File: src/rtl/spi_xip_pkg.sv
// Shared types and constants for the SPI execute-in-place bridge.
// Latency: n/a (declarations only).
// Backpressure: n/a (declarations only).
package spi_xip_pkg;

    typedef enum logic [3:0] {
        ST_IDLE,
        ST_PASS,
        ST_WR_TX1,
        ST_WR_TX0,
        ST_WR_DIV,
        ST_WR_SS,
        ST_WR_CTRL,
        ST_POLL,
        ST_RD_RX,
        ST_CLR_SS,
        ST_RESP
    } state_t;

    // SPI master register offsets
    localparam logic [4:0] SPI_RX0     = 5'h00;
    localparam logic [4:0] SPI_TX0     = 5'h00;
    localparam logic [4:0] SPI_TX1     = 5'h04;
    localparam logic [4:0] SPI_CTRL    = 5'h10;
    localparam logic [4:0] SPI_DIVIDER = 5'h14;
    localparam logic [4:0] SPI_SS      = 5'h18;

    localparam int          CTRL_GO_BIT    = 8;
    // 64-bit transfer, data changes on falling edge, auto slave-select, GO
    localparam logic [31:0] XIP_CTRL_VAL   = 32'h0000_2540;
    localparam logic [7:0]  FLASH_READ_CMD = 8'h03;

    // Flash returns the first byte in the top lane; APB wants it in the bottom lane
    function automatic logic [31:0] byte_swap(input logic [31:0] d);
        return {d[7:0], d[15:8], d[23:16], d[31:24]};
    endfunction

endpackage

File: src/rtl/spi_xip_ctrl_if.sv
// APB slave request/response plus Wishbone register-port request/response.
// Latency: n/a (wiring only).
// Backpressure: APB via in_pready, Wishbone via wb_ack_i.
interface spi_xip_ctrl_if;
    logic [31:0] in_paddr;
    logic        in_psel;
    logic        in_penable;
    logic        in_pwrite;
    logic [31:0] in_pwdata;
    logic [3:0]  in_pstrb;
    logic        in_pready;
    logic [31:0] in_prdata;
    logic        in_pslverr;

    logic [4:0]  wb_adr_o;
    logic [31:0] wb_dat_o;
    logic [3:0]  wb_sel_o;
    logic        wb_we_o;
    logic        wb_stb_o;
    logic        wb_cyc_o;
    logic [31:0] wb_dat_i;
    logic        wb_ack_i;

    // bridge side: APB slave, Wishbone master
    modport slave (
        input  in_paddr, in_psel, in_penable, in_pwrite, in_pwdata, in_pstrb,
        output in_pready, in_prdata, in_pslverr,
        output wb_adr_o, wb_dat_o, wb_sel_o, wb_we_o, wb_stb_o, wb_cyc_o,
        input  wb_dat_i, wb_ack_i
    );

    // environment side: APB master, Wishbone slave
    modport master (
        output in_paddr, in_psel, in_penable, in_pwrite, in_pwdata, in_pstrb,
        input  in_pready, in_prdata, in_pslverr,
        input  wb_adr_o, wb_dat_o, wb_sel_o, wb_we_o, wb_stb_o, wb_cyc_o,
        output wb_dat_i, wb_ack_i
    );
endinterface

File: src/rtl/spi_xip_ctrl.sv
// APB-to-SPI-master bridge: pass-through register access, or memory-mapped flash read (XIP).
// Latency: pass-through = 1 + wb access + 1; XIP read = 8 wb accesses (+ extra polls) each with a gap cycle.
// Backpressure: in_pready held low until done; every wb access stalls until wb_ack_i, no timeout.
module spi_xip_ctrl
    import spi_xip_pkg::*;
#(
    parameter logic [31:0] flash_addr_start = 32'h3000_0000,
    parameter logic [31:0] flash_addr_end   = 32'h3fff_ffff,
    parameter logic [31:0] xip_divider      = 32'h0000_0001
) (
    input  logic           clk,
    input  logic           reset,
    spi_xip_ctrl_if.slave  bus
);

    state_t      state_q, state_d;
    logic [23:0] addr_q, addr_d;
    logic [31:0] wdata_q, wdata_d;
    logic [3:0]  strb_q, strb_d;
    logic        write_q, write_d;
    logic [31:0] rx_q, rx_d;

    logic [4:0]  wb_adr_q, wb_adr_d;
    logic [31:0] wb_dat_q, wb_dat_d;
    logic [3:0]  wb_sel_q, wb_sel_d;
    logic        wb_we_q, wb_we_d;
    logic        wb_stb_q, wb_stb_d;

    logic        pready_q, pready_d;
    logic [31:0] prdata_q, prdata_d;
    logic        pslverr_q, pslverr_d;

    logic        req_xip;
    logic [4:0]  acc_adr;
    logic [31:0] acc_dat;
    logic        acc_we;
    logic [3:0]  acc_sel;

    assign req_xip = (bus.in_paddr >= flash_addr_start) && (bus.in_paddr <= flash_addr_end);

    // Downstream access implied by the current state
    always_comb begin
        acc_adr = SPI_TX0;
        acc_dat = '0;
        acc_we  = 1'b1;
        acc_sel = 4'hf;
        case (state_q)
            ST_PASS: begin
                acc_adr = addr_q[4:0];
                acc_dat = wdata_q;
                acc_we  = write_q;
                acc_sel = strb_q;
            end
            ST_WR_TX1:  begin acc_adr = SPI_TX1;     acc_dat = {FLASH_READ_CMD, addr_q}; end
            ST_WR_TX0:  begin acc_adr = SPI_TX0;     acc_dat = '0;                       end
            ST_WR_DIV:  begin acc_adr = SPI_DIVIDER; acc_dat = xip_divider;              end
            ST_WR_SS:   begin acc_adr = SPI_SS;      acc_dat = 32'd1;                    end
            ST_WR_CTRL: begin acc_adr = SPI_CTRL;    acc_dat = XIP_CTRL_VAL;             end
            ST_POLL:    begin acc_adr = SPI_CTRL;    acc_we  = 1'b0;                     end
            ST_RD_RX:   begin acc_adr = SPI_RX0;     acc_we  = 1'b0;                     end
            ST_CLR_SS:  begin acc_adr = SPI_SS;      acc_dat = '0;                       end
            default: ;
        endcase
    end

    // Next-state and registered-output computation
    always_comb begin
        state_d   = state_q;
        addr_d    = addr_q;
        wdata_d   = wdata_q;
        strb_d    = strb_q;
        write_d   = write_q;
        rx_d      = rx_q;
        wb_adr_d  = wb_adr_q;
        wb_dat_d  = wb_dat_q;
        wb_sel_d  = wb_sel_q;
        wb_we_d   = wb_we_q;
        wb_stb_d  = wb_stb_q;
        // APB response is only presented during the single RESP cycle
        pready_d  = 1'b0;
        prdata_d  = '0;
        pslverr_d = 1'b0;

        case (state_q)
            ST_IDLE: begin
                if (bus.in_psel && bus.in_penable) begin
                    addr_d  = bus.in_paddr[23:0];
                    wdata_d = bus.in_pwdata;
                    strb_d  = bus.in_pstrb;
                    write_d = bus.in_pwrite;
                    if (req_xip && bus.in_pwrite) begin
                        // flash is read-only through this window
                        state_d   = ST_RESP;
                        pready_d  = 1'b1;
                        pslverr_d = 1'b1;
                    end else if (req_xip) begin
                        state_d = ST_WR_TX1;
                    end else begin
                        state_d = ST_PASS;
                    end
                end
            end
            ST_RESP: state_d = ST_IDLE;
            default: begin
                if (!wb_stb_q) begin
                    // launch after at least one idle cycle; fields then frozen until ack
                    wb_stb_d = 1'b1;
                    wb_adr_d = acc_adr;
                    wb_dat_d = acc_dat;
                    wb_we_d  = acc_we;
                    wb_sel_d = acc_sel;
                end else if (bus.wb_ack_i) begin
                    wb_stb_d = 1'b0;
                    case (state_q)
                        ST_PASS: begin
                            state_d  = ST_RESP;
                            pready_d = 1'b1;
                            prdata_d = write_q ? 32'd0 : bus.wb_dat_i;
                        end
                        ST_WR_TX1:  state_d = ST_WR_TX0;
                        ST_WR_TX0:  state_d = ST_WR_DIV;
                        ST_WR_DIV:  state_d = ST_WR_SS;
                        ST_WR_SS:   state_d = ST_WR_CTRL;
                        ST_WR_CTRL: state_d = ST_POLL;
                        ST_POLL: begin
                            if (!bus.wb_dat_i[CTRL_GO_BIT]) state_d = ST_RD_RX;
                        end
                        ST_RD_RX: begin
                            rx_d    = byte_swap(bus.wb_dat_i);
                            state_d = ST_CLR_SS;
                        end
                        ST_CLR_SS: begin
                            state_d  = ST_RESP;
                            pready_d = 1'b1;
                            prdata_d = rx_q;
                        end
                        default: state_d = ST_IDLE;
                    endcase
                end
            end
        endcase
    end

    // State and output registers; reset abandons any access in flight
    always_ff @(posedge clk or posedge reset) begin
        if (reset) begin
            state_q   <= ST_IDLE;
            addr_q    <= '0;
            wdata_q   <= '0;
            strb_q    <= '0;
            write_q   <= 1'b0;
            rx_q      <= '0;
            wb_adr_q  <= '0;
            wb_dat_q  <= '0;
            wb_sel_q  <= '0;
            wb_we_q   <= 1'b0;
            wb_stb_q  <= 1'b0;
            pready_q  <= 1'b0;
            prdata_q  <= '0;
            pslverr_q <= 1'b0;
        end else begin
            state_q   <= state_d;
            addr_q    <= addr_d;
            wdata_q   <= wdata_d;
            strb_q    <= strb_d;
            write_q   <= write_d;
            rx_q      <= rx_d;
            wb_adr_q  <= wb_adr_d;
            wb_dat_q  <= wb_dat_d;
            wb_sel_q  <= wb_sel_d;
            wb_we_q   <= wb_we_d;
            wb_stb_q  <= wb_stb_d;
            pready_q  <= pready_d;
            prdata_q  <= prdata_d;
            pslverr_q <= pslverr_d;
        end
    end

    assign bus.wb_adr_o   = wb_adr_q;
    assign bus.wb_dat_o   = wb_dat_q;
    assign bus.wb_sel_o   = wb_sel_q;
    assign bus.wb_we_o    = wb_we_q;
    assign bus.wb_stb_o   = wb_stb_q;
    assign bus.wb_cyc_o   = wb_stb_q;
    assign bus.in_pready  = pready_q;
    assign bus.in_prdata  = prdata_q;
    assign bus.in_pslverr = pslverr_q;

endmodule

File: src/flat_wrapper.sv
// flat-port wrapper written by rule: the top's interface ports become plain ports
module spi_xip_ctrl_flat import spi_xip_pkg::*;
#(
    parameter logic [31:0] flash_addr_start = 32'h3000_0000,
    parameter logic [31:0] flash_addr_end   = 32'h3fff_ffff,
    parameter logic [31:0] xip_divider      = 32'h0000_0001
)
  (clk, reset, bus_in_paddr, bus_in_psel, bus_in_penable, bus_in_pwrite, bus_in_pwdata, bus_in_pstrb, bus_in_pready, bus_in_prdata, bus_in_pslverr, bus_wb_adr_o, bus_wb_dat_o, bus_wb_sel_o, bus_wb_we_o, bus_wb_stb_o, bus_wb_cyc_o, bus_wb_dat_i, bus_wb_ack_i);
  spi_xip_ctrl_if bus_i ();
  input  logic clk;
  input  logic reset;
  input wire logic [$bits(bus_i.in_paddr)-1:0] bus_in_paddr;
  input wire logic [$bits(bus_i.in_psel)-1:0] bus_in_psel;
  input wire logic [$bits(bus_i.in_penable)-1:0] bus_in_penable;
  input wire logic [$bits(bus_i.in_pwrite)-1:0] bus_in_pwrite;
  input wire logic [$bits(bus_i.in_pwdata)-1:0] bus_in_pwdata;
  input wire logic [$bits(bus_i.in_pstrb)-1:0] bus_in_pstrb;
  output wire logic [$bits(bus_i.in_pready)-1:0] bus_in_pready;
  output wire logic [$bits(bus_i.in_prdata)-1:0] bus_in_prdata;
  output wire logic [$bits(bus_i.in_pslverr)-1:0] bus_in_pslverr;
  output wire logic [$bits(bus_i.wb_adr_o)-1:0] bus_wb_adr_o;
  output wire logic [$bits(bus_i.wb_dat_o)-1:0] bus_wb_dat_o;
  output wire logic [$bits(bus_i.wb_sel_o)-1:0] bus_wb_sel_o;
  output wire logic [$bits(bus_i.wb_we_o)-1:0] bus_wb_we_o;
  output wire logic [$bits(bus_i.wb_stb_o)-1:0] bus_wb_stb_o;
  output wire logic [$bits(bus_i.wb_cyc_o)-1:0] bus_wb_cyc_o;
  input wire logic [$bits(bus_i.wb_dat_i)-1:0] bus_wb_dat_i;
  input wire logic [$bits(bus_i.wb_ack_i)-1:0] bus_wb_ack_i;
  assign bus_i.in_paddr = bus_in_paddr;
  assign bus_i.in_psel = bus_in_psel;
  assign bus_i.in_penable = bus_in_penable;
  assign bus_i.in_pwrite = bus_in_pwrite;
  assign bus_i.in_pwdata = bus_in_pwdata;
  assign bus_i.in_pstrb = bus_in_pstrb;
  assign bus_in_pready = bus_i.in_pready;
  assign bus_in_prdata = bus_i.in_prdata;
  assign bus_in_pslverr = bus_i.in_pslverr;
  assign bus_wb_adr_o = bus_i.wb_adr_o;
  assign bus_wb_dat_o = bus_i.wb_dat_o;
  assign bus_wb_sel_o = bus_i.wb_sel_o;
  assign bus_wb_we_o = bus_i.wb_we_o;
  assign bus_wb_stb_o = bus_i.wb_stb_o;
  assign bus_wb_cyc_o = bus_i.wb_cyc_o;
  assign bus_i.wb_dat_i = bus_wb_dat_i;
  assign bus_i.wb_ack_i = bus_wb_ack_i;
  spi_xip_ctrl #(.flash_addr_start(flash_addr_start), .flash_addr_end(flash_addr_end), .xip_divider(xip_divider)) u_core (.clk(clk), .reset(reset), .bus(bus_i));
endmodule
File: config.mk
export PLATFORM = sky130hd
export DESIGN_NAME = spi_xip_ctrl_flat
export DESIGN_NICKNAME = d
export VERILOG_FILES = /design/src/rtl/spi_xip_pkg.sv /design/src/rtl/spi_xip_ctrl_if.sv /design/src/rtl/spi_xip_ctrl.sv /design/src/flat_wrapper.sv
export SDC_FILE = /design/constraint.sdc
export NUM_CORES = 1
export LEC_CHECK = 0
export ABC_AREA = 1
export BUFFER_PORTS_ARGS = -buffer_cell sky130_fd_sc_hd__buf_2
export CAP_MARGIN = 20
export CORE_MARGIN = 2
export CORE_UTILIZATION = 43
export DETAILED_ROUTE_END_ITERATION = 10
export PLACE_DENSITY = 0.67
export SLEW_MARGIN = 20
export SYNTH_ARGS = -nofsm -noshare
export SYNTH_HDL_FRONTEND = slang
export SYNTH_SLANG_ARGS = --single-unit
export TNS_END_PERCENT = 50
File: constraint.sdc
create_clock -name clk -period 11.5 [get_ports clk]
set_input_delay 2.3 -clock clk [delete_from_list [all_inputs] [get_ports clk]]
set_output_delay 2.3 -clock clk [all_outputs]
set_load 0.03 [all_outputs]
* Word-level counts from Yosys, hierarchy flattened
Index checks and enable logic that the tools add are counted.
** Word-level totals
- Memories :: 0
- Output and inout bits :: 78
- Bits in read-only memories :: 0
- Memory bits (writable) :: 0
- Latch bits :: 0
- Register bits after elaboration :: 174
- Logic and storage cells :: 72
** Operators by class
- $lt $le $gt $ge :: 2
- Add/subtract/negate cells :: 0
- Reductions and logical operators :: 16
- Multiplexer cells :: 26
- Shift-type cells :: 0
- Bitwise logic cells :: 2
- Div/mod/pow operators :: 0
- $mul :: 0
- Equality and inequality tests :: 12
** Operators by type and width (count)
- 32-bit 2-to-1 mux :: 4
- 32-bit one-hot mux with 4 select lines :: 1
- 32-bit one-hot mux with 2 select lines :: 1
- 32-bit by 30-bit >= comparator with 1-bit output (second input constant) :: 1
- 32-bit by 30-bit <= comparator with 1-bit output (second input constant) :: 1
- 4-bit one-hot mux with 8 select lines :: 1
- 5-bit one-hot mux with 5 select lines :: 1
- 4-bit 2-to-1 mux :: 6
- 4-bit by 3-bit == test with 1-bit output (second input constant) :: 4
- 4-bit == test (second input constant) :: 3
- 2-bit OR reduction :: 6
- 4-bit by 2-bit == test with 1-bit output (second input constant) :: 2
- 1-bit 2-to-1 mux :: 8
- 4-bit one-hot mux with 2 select lines :: 1
- 4-bit AND reduction :: 2
- 3-bit nonzero test :: 2
- 4-bit by 1-bit == test with 1-bit output (second input constant) :: 1
- 4-bit zero test :: 1
- 4-bit inequality test (second input constant) :: 1
- 1-bit one-hot mux with 2 select lines :: 2
- 2-bit AND reduction :: 2
- 1-bit logical AND :: 3
- 2-bit 2-to-1 mux :: 1
- 2-bit by 1-bit inequality test with 1-bit output (second input constant) :: 1
- 1-bit NOT :: 2

* Longest topological paths before layout
Gate-level depths: netlist (run 1).
- Depth in word-level cells :: 6
- Gate-level depth with buffers :: 9
- Depth with buffers taken out :: 8

* Least setup slack after synthesis (run 1)
No wires, ideal clock.
- Path kind :: in2reg
- From :: input port bus_in_psel
- To :: register u_core.state_q[3]
- Setup slack :: 8.440 ns
- Library setup time :: 0.118 ns
- Required time :: 11.382 ns
- Path buffers :: 0
- Stages :: 7
- Arrival :: 2.942 ns
- Cell sequence :: nand2_1 nor2_8 inv_2 nand2_2 nand2_1 nand2_1 nand2_1
** On the way
- Cells in the longest elaborated chain, start to end :: 3
** Ends and longest elaborated chain
- start: declaration :: RTL line flat_wrapper.sv:13 : input wire logic [$bits(bus_i.in_psel)-1:0] bus_in_psel;
- 1-bit logical AND :: RTL line spi_xip_ctrl.sv:86 : if (bus.in_psel && bus.in_penable) begin
- 2-bit by 1-bit inequality test with 1-bit output (no line)
- 4-bit AND reduction (no line)
- end signal: assignment :: RTL line spi_xip_ctrl.sv:162 : state_q <= state_d;
- end: declaration :: RTL line spi_xip_ctrl.sv:16 : state_t state_q, state_d;
Every way passes these cells.
A chain may end at the register's enable or synchronous reset.

==> results of run 1 <==
## path summary, 6_finish.rpt
path,to,start,cells after the start
worst min-delay path,u_core.wdata_q[30],u_core.wdata_q[30],2
worst max-delay path,u_core.bus.in_prdata[8],reset,3
min in group asynchronous,u_core.rx_q[3],reset,2
max in group clk,u_core.bus.in_pready,bus_in_psel,6
worst max register to register,u_core.rx_q[8],u_core.state_q[3],7
worst min register to register,u_core.wdata_q[30],u_core.wdata_q[30],2
## layer usage
| layer | routed length, µm | global-route usage (%) | up-vias |
|---|---|---|---|
| li1 | - | - | 2951 |
| met1 | 7870 | 28.3 | 2745 |
| met2 | 7780 | 30.3 | 217 |
| met3 | 1370 | 6.08 | 22 |
| met4 | 216 | 6.26 | 2 |
| met5 | 13 | 0 | - |
## cell type report
type	instances	area (µm²)
fillers	1558	7850
flip-flops and latches	174	4350
multi-input cells	556	2450
repair buffers	182	918
clock buffers	21	440
well taps	220	275
inverters	63	241
clock inverters	9	116
## state kept, by name (all words and copies together), names as in the netlist
signal	cells
u_core.state_q	4
u_core.bus.wb_adr_o	5
u_core.wdata_q	32
u_core.bus.in_prdata	32
u_core.bus.wb_sel_o	4
u_core.bus.wb_we_o	1
u_core.write_q	1
u_core.bus.in_pslverr	1
u_core.strb_q	4
u_core.rx_q	32
u_core.bus.in_pready	1
u_core.bus.wb_cyc_o	1
u_core.addr_q	24
u_core.bus.wb_dat_o	32
## cells by family after synthesis
group | after synthesis | synth area share, %
compound gates | 132 | 9.43
buf+inv | 111 | 7.13
flops | 174 | 59.5
simple gates | 424 | 24.0
## metrics by stage
step                      instance area, µm²  utilization (%)
after floorplan                         7320                -
after global placement                  8240             49.5
after detailed placement                8240             49.5
after CTS                               8790             52.8
after global routing                    8790             52.8
final                                   8790             52.8
## power groups by stage
stage,registers (mW),clock network [mW],logic [mW]
6_report,0.943,0.555,0.809
5_1_grt,0.969,0.592,0.923
4_1_cts,0.943,0.564,0.822
3_5_place_dp,0.951,0,0.817
3_3_place_gp,0.946,0,0.805
2_1_floorplan,1.05,0,0.520
## cell usage in the layout (no fill, tap or decap)
master      instances
clkinv_2            1
o21ai_0            63
nand2_1           354
inv_1              57
nand4_2             1
nand3_1            40
inv_6               1
nand2_4             2
nor2_2              2
nor2_8              1
nor3_1              3
nand3_4             2
o211ai_1            2
dfrtp_1           174
a21oi_1            36
bufinv_16           2
and2_1              1
buf_4               3
nor2_4              4
nor2_1             12
inv_2               5
nand2_2             2
clkinvlp_4          1
clkbuf_16          17
clkinv_4            5
clkbuf_1            4
o21ai_1            11
o22ai_1            20
buf_2             179
## cell usage after synthesis, drive strengths merged
master / count / area (µm²)
nand3: 42 / 235
o211ai: 2 / 15.0
o21ai: 74 / 370
clkbuf: 7 / 26.3
nand4: 1 / 12.5
dfrtp: 174 / 4350
and2: 1 / 6.26
nor2: 19 / 123
o22ai: 20 / 125
nor3: 3 / 15.0
buf: 41 / 259
inv: 63 / 236
a21oi: 36 / 180
nand2: 358 / 1360
## critical path, cell delays in order
cell and delay [ns]:
buf_2 0.12, inv_6 0.59, buf_4 0.89
==> results.json, run 1 <==
{
  "dp_hpwl_mm": 10.7,
  "fmax_mhz": 279,
  "port_buffers": 179,
  "cts_buffers": 17,
  "drc": 0,
  "gp_congestion": 0.863,
  "cts_tree": "built",
  "p_switching_mw": 0.921,
  "numPlacedInstances": 1195,
  "max_cap_violations": 0,
  "diodes": 0,
  "totalPowerFinal_mw": 2.31,
  "num_io_pins": 184,
  "cts-root-buf": "clkbuf_16",
  "hold_ws_ns": 0.470,
  "period_share_pct": 31.2,
  "synth.distinct_cells": 24,
  "final_nets": 1100,
  "cts_hold_buffers": 0,
  "dieHeight_um": 134,
  "num_rows": 47,
  "cts-resized-gates": 0,
  "setup_viol": 0,
  "routed_wl_mm": 17.3,
  "viasPerCell": 4.85,
  "start_util_pct": 44.0,
  "yosysWarnings": 0,
  "reg2reg_slack_ns": 8.79,
  "power_density_mw_per_mm2": 262,
  "grt_max_degree": 108,
  "crit_path_end_kind": "async pin",
  "clk_pin_slew_worst_paths_ns": 0.07,
  "relSlewSlack_pct": 34.7,
  "synth_seq_area_share_pct": 59.5,
  "first_pass_iters": 5,
  "final_max_slew_viol_count": 0,
  "grt_antenna_before_repair": 1,
  "combPwrFrac_pct": 35.1,
  "clkSinkCount": 174,
  "required_ns": 11.91,
  "syn_area_mm2": 0.00732,
  "grt_overflow": 0,
  "rsz0062_at_grt": "no",
  "layout.cells.non_filler": 1225,
  "path_max_fanout": 98,
  "syn_avg_cell_area_um2": 8.71,
  "p_leak_nw": 4.70,
  "cts_setup_buffers": 0,
  "drtIter0Drc": 404,
  "hold_violations": 0,
  "drive_gt1_share_pct": 22.7,
  "p_int_mw": 1.39,
  "skew_ns": 0.0127,
  "area_growth_pct": 20.1,
  "hold_class": "reg -> reg",
  "swShare_pct": 39.9,
  "grt_use_total_pct": 20.2,
  "ys_seq_elements": 174,
  "synth_cells": 841,
  "place_ws_ns": 7.33,
  "core_area_mm2": 0.0166,
  "h-tree-depth": 4,
  "status": "completed",
  "setup_ws_ns": 7.91,
  "clockBufferDepth": 2,
  "grt_pass1_vias": 5734,
  "chipWidth_um": 134,
  "dieArea_mm2": 0.0181,
  "wl_per_cell_um": 14.1,
  "worstMarginPinSlew_ns": 0.978,
  "clock_latency_ns": 0.43,
  "arrival_ns": 4.00,
  "ant_nets": 0,
  "grt_pass1_wl_mm": 28.8,
  "crit_type": "in -> async",
  "layout_min_cycle_time_ns": 3.59,
  "start_kind": "primary input",
  "seqPwrFrac_pct": 40.9,
  "final.setup.tns_ns": 0,
  "mappedNetlistNets": 947,
  "ir_worst_vdd_uv": 110,
  "vias": 5937,
  "pwr-share-clk_pct": 24.1
}
Note: power is estimated with default switching activity, not from simulation.
==> inputs of run 2 (changes only) <==
--- a/config.mk
+++ b/config.mk
@@ -11,7 +11,7 @@
 export CORE_MARGIN = 2
 export CORE_UTILIZATION = 43
 export DETAILED_ROUTE_END_ITERATION = 10
-export PLACE_DENSITY = 0.67
+export PLACE_DENSITY = 0.69
 export SLEW_MARGIN = 20
 export SYNTH_ARGS = -nofsm -noshare
 export SYNTH_HDL_FRONTEND = slang
==> constraint.sdc (replaced) <==
create_clock -name clk -period 2.9 [get_ports clk]
set_input_delay 0.58 -clock clk [delete_from_list [all_inputs] [get_ports clk]]
set_output_delay 0.58 -clock clk [all_outputs]
set_load 0.03 [all_outputs]
==> results.json, run 2 (synthesis results as in run 1) <==
{
  "status": "completed",
  "routed_wl_mm": 17.7,
  "core_area_mm2": 0.0166,
  "clockBufferDepth": 2,
  "grt_pass1_vias": 5933,
  "rsz0062_at_grt": "no",
  "cts-resized-gates": 0,
  "setup_viol": 0,
  "num_io_pins": 184,
  "clkSinkCount": 174,
  "cts_setup_buffers": 0,
  "grt_use_total_pct": 20.5,
  "mostFrequentLayoutCells": "354 x nand2_1, 179 x buf_2, 174 x dfrtp_1",
  "grt.met3_usage_pct": 5.78,
  "vias": 6013,
  "port_buffers": 179,
  "cts_tree": "built",
  "p_int_mw": 5.76,
  "required_ns": 3.21,
  "grt_use_met2_pct": 31.5,
  "ant_nets": 0,
  "clk_pin_slew_worst_paths_ns": 0.07,
  "layout_min_cycle_time_ns": 2.15,
  "wl_per_cell_um": 14.3,
  "p_leak_nw": 4.80,
  "skew_ns": 0.00727,
  "final_nets": 1110,
  "dp_hpwl_mm": 11.5,
  "grt_antenna_before_repair": 1,
  "ir_worst_vdd_uv": 548,
  "worstMarginPinSlew_ns": 0.911,
  "max_cap_violations": 0,
  "swShare_pct": 39.0,
  "top_usage_layer": "met2",
  "area_growth_pct": 22.8,
  "clock_latency_ns": 0.42,
  "grt_max_degree": 108,
  "drc": 0,
  "viasPerCell": 4.86,
  "crit_path_end_kind": "flop",
  "relSlewSlack_pct": 39.1,
  "hold_violations": 0,
  "grt_use_met1_pct": 28.4,
  "drtIter0Drc": 412,
  "combPwrFrac_pct": 34.8,
  "cts_hold_buffers": 0,
  "cts_buffers": 17,
  "arrival_ns": 2.46,
  "path_max_fanout": 32,
  "dieHeight_um": 134,
  "grt_overflow": 0,
  "fmax_mhz": 464,
  "grt_pass1_wl_mm": 29.4,
  "dieArea_mm2": 0.0181,
  "diodes": 0,
  "totalPowerFinal_mw": 9.44,
  "power_density_mw_per_mm2": 1050,
  "final.setup.tns_ns": 0,
  "final_common_cell": "nand2_1",
  "pwr-share-clk_pct": 25.4,
  "drive_gt1_share_pct": 23.7,
  "p_switching_mw": 3.68,
  "num_rows": 47,
  "h-tree-depth": 4,
  "seqPwrFrac_pct": 39.8,
  "cts-root-buf": "clkbuf_16",
  "start_util_pct": 44.0,
  "first_pass_iters": 7,
  "gp_congestion": 0.868,
  "crit_type": "reg -> reg",
  "chipWidth_um": 134,
  "hold_class": "in -> async",
  "final_max_slew_viol_count": 0,
  "start_kind": "flop",
  "period_share_pct": 74.3
}
## run 2: worst paths after layout
kind                       depth (start not counted)            endpoint  slack [ns]                from
min                                                2      u_core.rx_q[4]        0.20               reset
max in group asynchronous                          3   u_core.state_q[2]        1.99               reset
max reg2reg                                        7      u_core.rx_q[0]        0.75   u_core.state_q[3]
min reg2reg                                        2  u_core.wdata_q[31]        0.47  u_core.wdata_q[31]
min in group clk                                   3  u_core.wdata_q[29]        0.36   bus_in_pwdata[29]
max                                                7      u_core.rx_q[0]        0.75   u_core.state_q[3]
## run 2: layer usage
metal	up-vias	share of wire [%]
met4	0	1.2
met1	2830	47
met5	-	0
met3	18	7.1
li1	2972	-
met2	193	45
## run 2: layout make-up
type                       count  area, µm²
timing repair buffer         192       1060
fill                        1557       7650
multi-input combinational    556       2450
inverter                      63        240
tap                          220        275
clock inverter                10        163
clock buffer                  21        460
sequential                   174       4350
## run 2: per-stage QoR
stage	instances	setup WS [ns]	area [µm²]	hold slack [ns]	utilization (%)
after global routing	1236	0.535	8990	0.219	54.0
after global placement	1205	0.822	8370	0.452	50.3
after detailed placement	1205	0.762	8370	0.458	50.3
after CTS	1236	0.756	8990	0.198	54.0
final	1236	0.747	8990	0.202	54.0
after floorplan	841	0.0953	7330	0.437	-
## run 2: worst max-delay path: stages (launching register included)
cell and delay [ns]:
dfrtp_1 0.51, inv_1 0.15, nor2_4 0.15, nand2_1 0.11, inv_2 0.07, nand4_2 0.67, nand2_1 0.27, nand2_1 0.08
## run 2: power groups by stage
| stage | combinational (mW) | sequential, mW | clock (mW) |
|---|---|---|---|
| 3_5_place_dp | 3.31 | 3.78 | 0 |
| 4_1_cts | 3.33 | 3.75 | 2.45 |
| 6_report | 3.29 | 3.76 | 2.40 |
| 3_3_place_gp | 3.23 | 3.76 | 0 |
| 5_1_grt | 3.72 | 3.86 | 2.55 |
| 2_1_floorplan | 2.06 | 4.15 | 0 |
==> inputs of run 3 (changes only) <==
--- a/config.mk
+++ b/config.mk
@@ -5,13 +5,13 @@
 export SDC_FILE = /design/constraint.sdc
 export NUM_CORES = 1
 export LEC_CHECK = 0
-export ABC_AREA = 1
+export ABC_AREA = 0
 export BUFFER_PORTS_ARGS = -buffer_cell sky130_fd_sc_hd__buf_2
 export CAP_MARGIN = 20
 export CORE_MARGIN = 2
 export CORE_UTILIZATION = 43
 export DETAILED_ROUTE_END_ITERATION = 10
-export PLACE_DENSITY = 0.69
+export PLACE_DENSITY = 0.7
 export SLEW_MARGIN = 20
 export SYNTH_ARGS = -nofsm -noshare
 export SYNTH_HDL_FRONTEND = slang
==> constraint.sdc (replaced) <==
create_clock -name clk -period 1.9 [get_ports clk]
set_input_delay 0.38 -clock clk [delete_from_list [all_inputs] [get_ports clk]]
set_output_delay 0.38 -clock clk [all_outputs]
set_load 0.03 [all_outputs]
==> results.json, run 3 <==
{
  "drc": 0,
  "cts-root-buf": "clkbuf_16",
  "crit_type": "reg -> reg",
  "synth_cells": 574,
  "viasPerCell": 5.17,
  "syn_area_mm2": 0.00709,
  "max_cap_violations": 0,
  "routed_wl_mm": 16.9,
  "place_ws_ns": 0.0263,
  "totalPowerFinal_mw": 12.8,
  "p_leak_nw": 4.41,
  "dp_hpwl_mm": 11.5,
  "synth_edf_count": 0,
  "clockBufferDepth": 2,
  "vias": 5131,
  "clkSinkCount": 174,
  "rsz0062_at_grt": "yes",
  "grt_pass1_vias": 5455,
  "num_rows": 46,
  "hold_violations": 0,
  "period_share_pct": 98.9,
  "synth-async-reset-ratio_pct": 100,
  "start_util_pct": 44.3,
  "area_growth_pct": 27.5,
  "synth.most_common_cell": "dfrtp_1",
  "yosysTopAreaCellShare_pct": 61.4,
  "setup_viol": 0,
  "wl_per_cell_um": 17.0,
  "chipWidth_um": 132,
  "final_common_cell": "buf_2",
  "setup_ws_ns": 0.0201,
  "h-tree-depth": 4,
  "grt_pass1_wl_mm": 27.4,
  "clock_latency_ns": 0.42,
  "final_max_slew_viol_count": 0,
  "relSlewSlack_pct": 68.0,
  "syn_avg_cell_area_um2": 12.4,
  "design_area_mm2": 0.00905,
  "drive_gt1_share_pct": 44.3,
  "required_ns": 2.20,
  "status": "completed",
  "cts_tree": "built",
  "drtIter0Drc": 248,
  "synth-main-ff-cell": "dfrtp_1",
  "ys_seq_elements": 174,
  "first_pass_iters": 5,
  "seqCellArea_mm2": 0.00436,
  "clk_pin_slew_worst_paths_ns": 0.06,
  "dieHeight_um": 132,
  "grt_max_degree": 89,
  "grt_use_total_pct": 19.7,
  "final_nets": 868,
  "mappedNetlistNets": 680,
  "port_buffers": 179,
  "core_area_mm2": 0.0160,
  "power_density_mw_per_mm2": 1410,
  "grt_antenna_before_repair": 2,
  "gp_congestion": 0.803,
  "arrival_ns": 2.18,
  "ant_nets": 0,
  "fmax_mhz": 532,
  "grt_overflow": 0,
  "layout_min_cycle_time_ns": 1.88,
  "crit_path_end_kind": "flop",
  "skew_ns": 0.00884,
  "start_kind": "flop",
  "path_max_fanout": 26,
  "dieArea_mm2": 0.0175,
  "synth_top_cells_by_count": "174 x dfrtp_1, 86 x mux2_2, 58 x nand2_1",
  "mostFrequentLayoutCells": "179 x buf_2, 172 x dfrtp_1, 85 x mux2_2",
  "worstMarginPinSlew_ns": 0.480,
  "fin_util_pct": 56.5,
  "ir_worst_vdd_uv": 751,
  "yosysWarnings": 0,
  "post_dp_cell_area_mm2": 0.00839,
  "fill_cells": 1379,
  "hold_class": "in -> reg",
  "multi_input_area_mm2": 0.00253,
  "cts_buffers": 17,
  "synthTopCellsByArea": "dfrtp_1 61%, mux2_2 14%, a22oi_1 5.4%",
  "synth_seq_area_share_pct": 61.4,
  "synth.distinct_cells": 44,
  "num_io_pins": 184,
  "synth_top_area_cell": "dfrtp_1"
}
run 3: worst max-delay path, cell delays in order, from the launching register on:
cell,delay [ns]
dfrtp_2,0.44
or4_4,0.56
nor2_8,0.18
buf_12,0.21
mux2_2,0.36
run 3: final timing paths:
path	slack, ns	endpoint	cells past startpoint	from
worst max register to register	0.02	u_core.addr_q[4]	4	u_core.state_q[3]
max in group asynchronous	0.80	u_core.rx_q[18]	4	reset
worst min register to register	0.47	u_core.bus.wb_adr_o[0]	2	u_core.bus.wb_adr_o[0]
worst max-delay path	0.02	u_core.addr_q[4]	4	u_core.state_q[3]
worst min-delay path	0.18	u_core.rx_q[29]	2	bus_wb_dat_i[5]
min in group asynchronous	0.40	u_core.addr_q[11]	3	reset
run 3: cells by family (layout without fill, tap and decap cells):
logic type,after synthesis,after routing,synth area share (%)
compound gates,124,124,11.4
flops,174,174,61.4
buf+inv,44,245,3.46
xor+xnor,2,2,0.247
mux,93,93,14.8
simple gates,137,137,8.80
other cells,0,1,0
run 3: layout make-up:
| cell class | count | share of cell area (%) |
|---|---|---|
| Sequential cell | 174 | 48.2 |
| Timing Repair Buffer | 211 | 14.0 |
| Clock buffer | 20 | 5.05 |
| Clock inverter | 12 | 1.71 |
| Inverter | 2 | 0.124 |
| Antenna cell | 1 | 0.0277 |
| Multi-Input combinational cell | 356 | 27.9 |
| Tap cell | 216 | 2.99 |
run 3: metrics by stage:
| step | instances | hold WS (ns) | setup TNS (ns) |
|---|---|---|---|
| 3_3_place_gp | 957 | 0.297 | 0 |
| 5_1_grt | 991 | 0.164 | -0.327 |
| 4_1_cts | 990 | 0.168 | 0 |
| 2_1_floorplan | 574 | 0.465 | -122.61 |
| 6_report | 992 | 0.183 | 0 |
| 3_5_place_dp | 957 | 0.298 | 0 |
run 3: layer usage:
| metal | share of wire (%) | vias to the layer above | wire length [µm] | global-route usage (%) |
|---|---|---|---|---|
| met4 | 1.9 | 2 | 315 | 6.21 |
| met2 | 49 | 145 | 8280 | 32.5 |
| met3 | 6.0 | 28 | 1010 | 6.32 |
| met1 | 43 | 2555 | 7280 | 24.8 |
| met5 | 0.065 | - | 11 | 0 |
| li1 | - | 2401 | - | - |
run 3: repair_timing:
item                       CTS  global route
setup endpoints to repair    0            69
hold buffers                 1             0
hold endpoints to repair     3             0
resized for setup            0             5
buffers inserted             0             0
run 3: report_power, final:
part	switching (mW)	internal (mW)
registers	0.624	4.81
logic	2.10	1.62
clock network	1.45	2.15
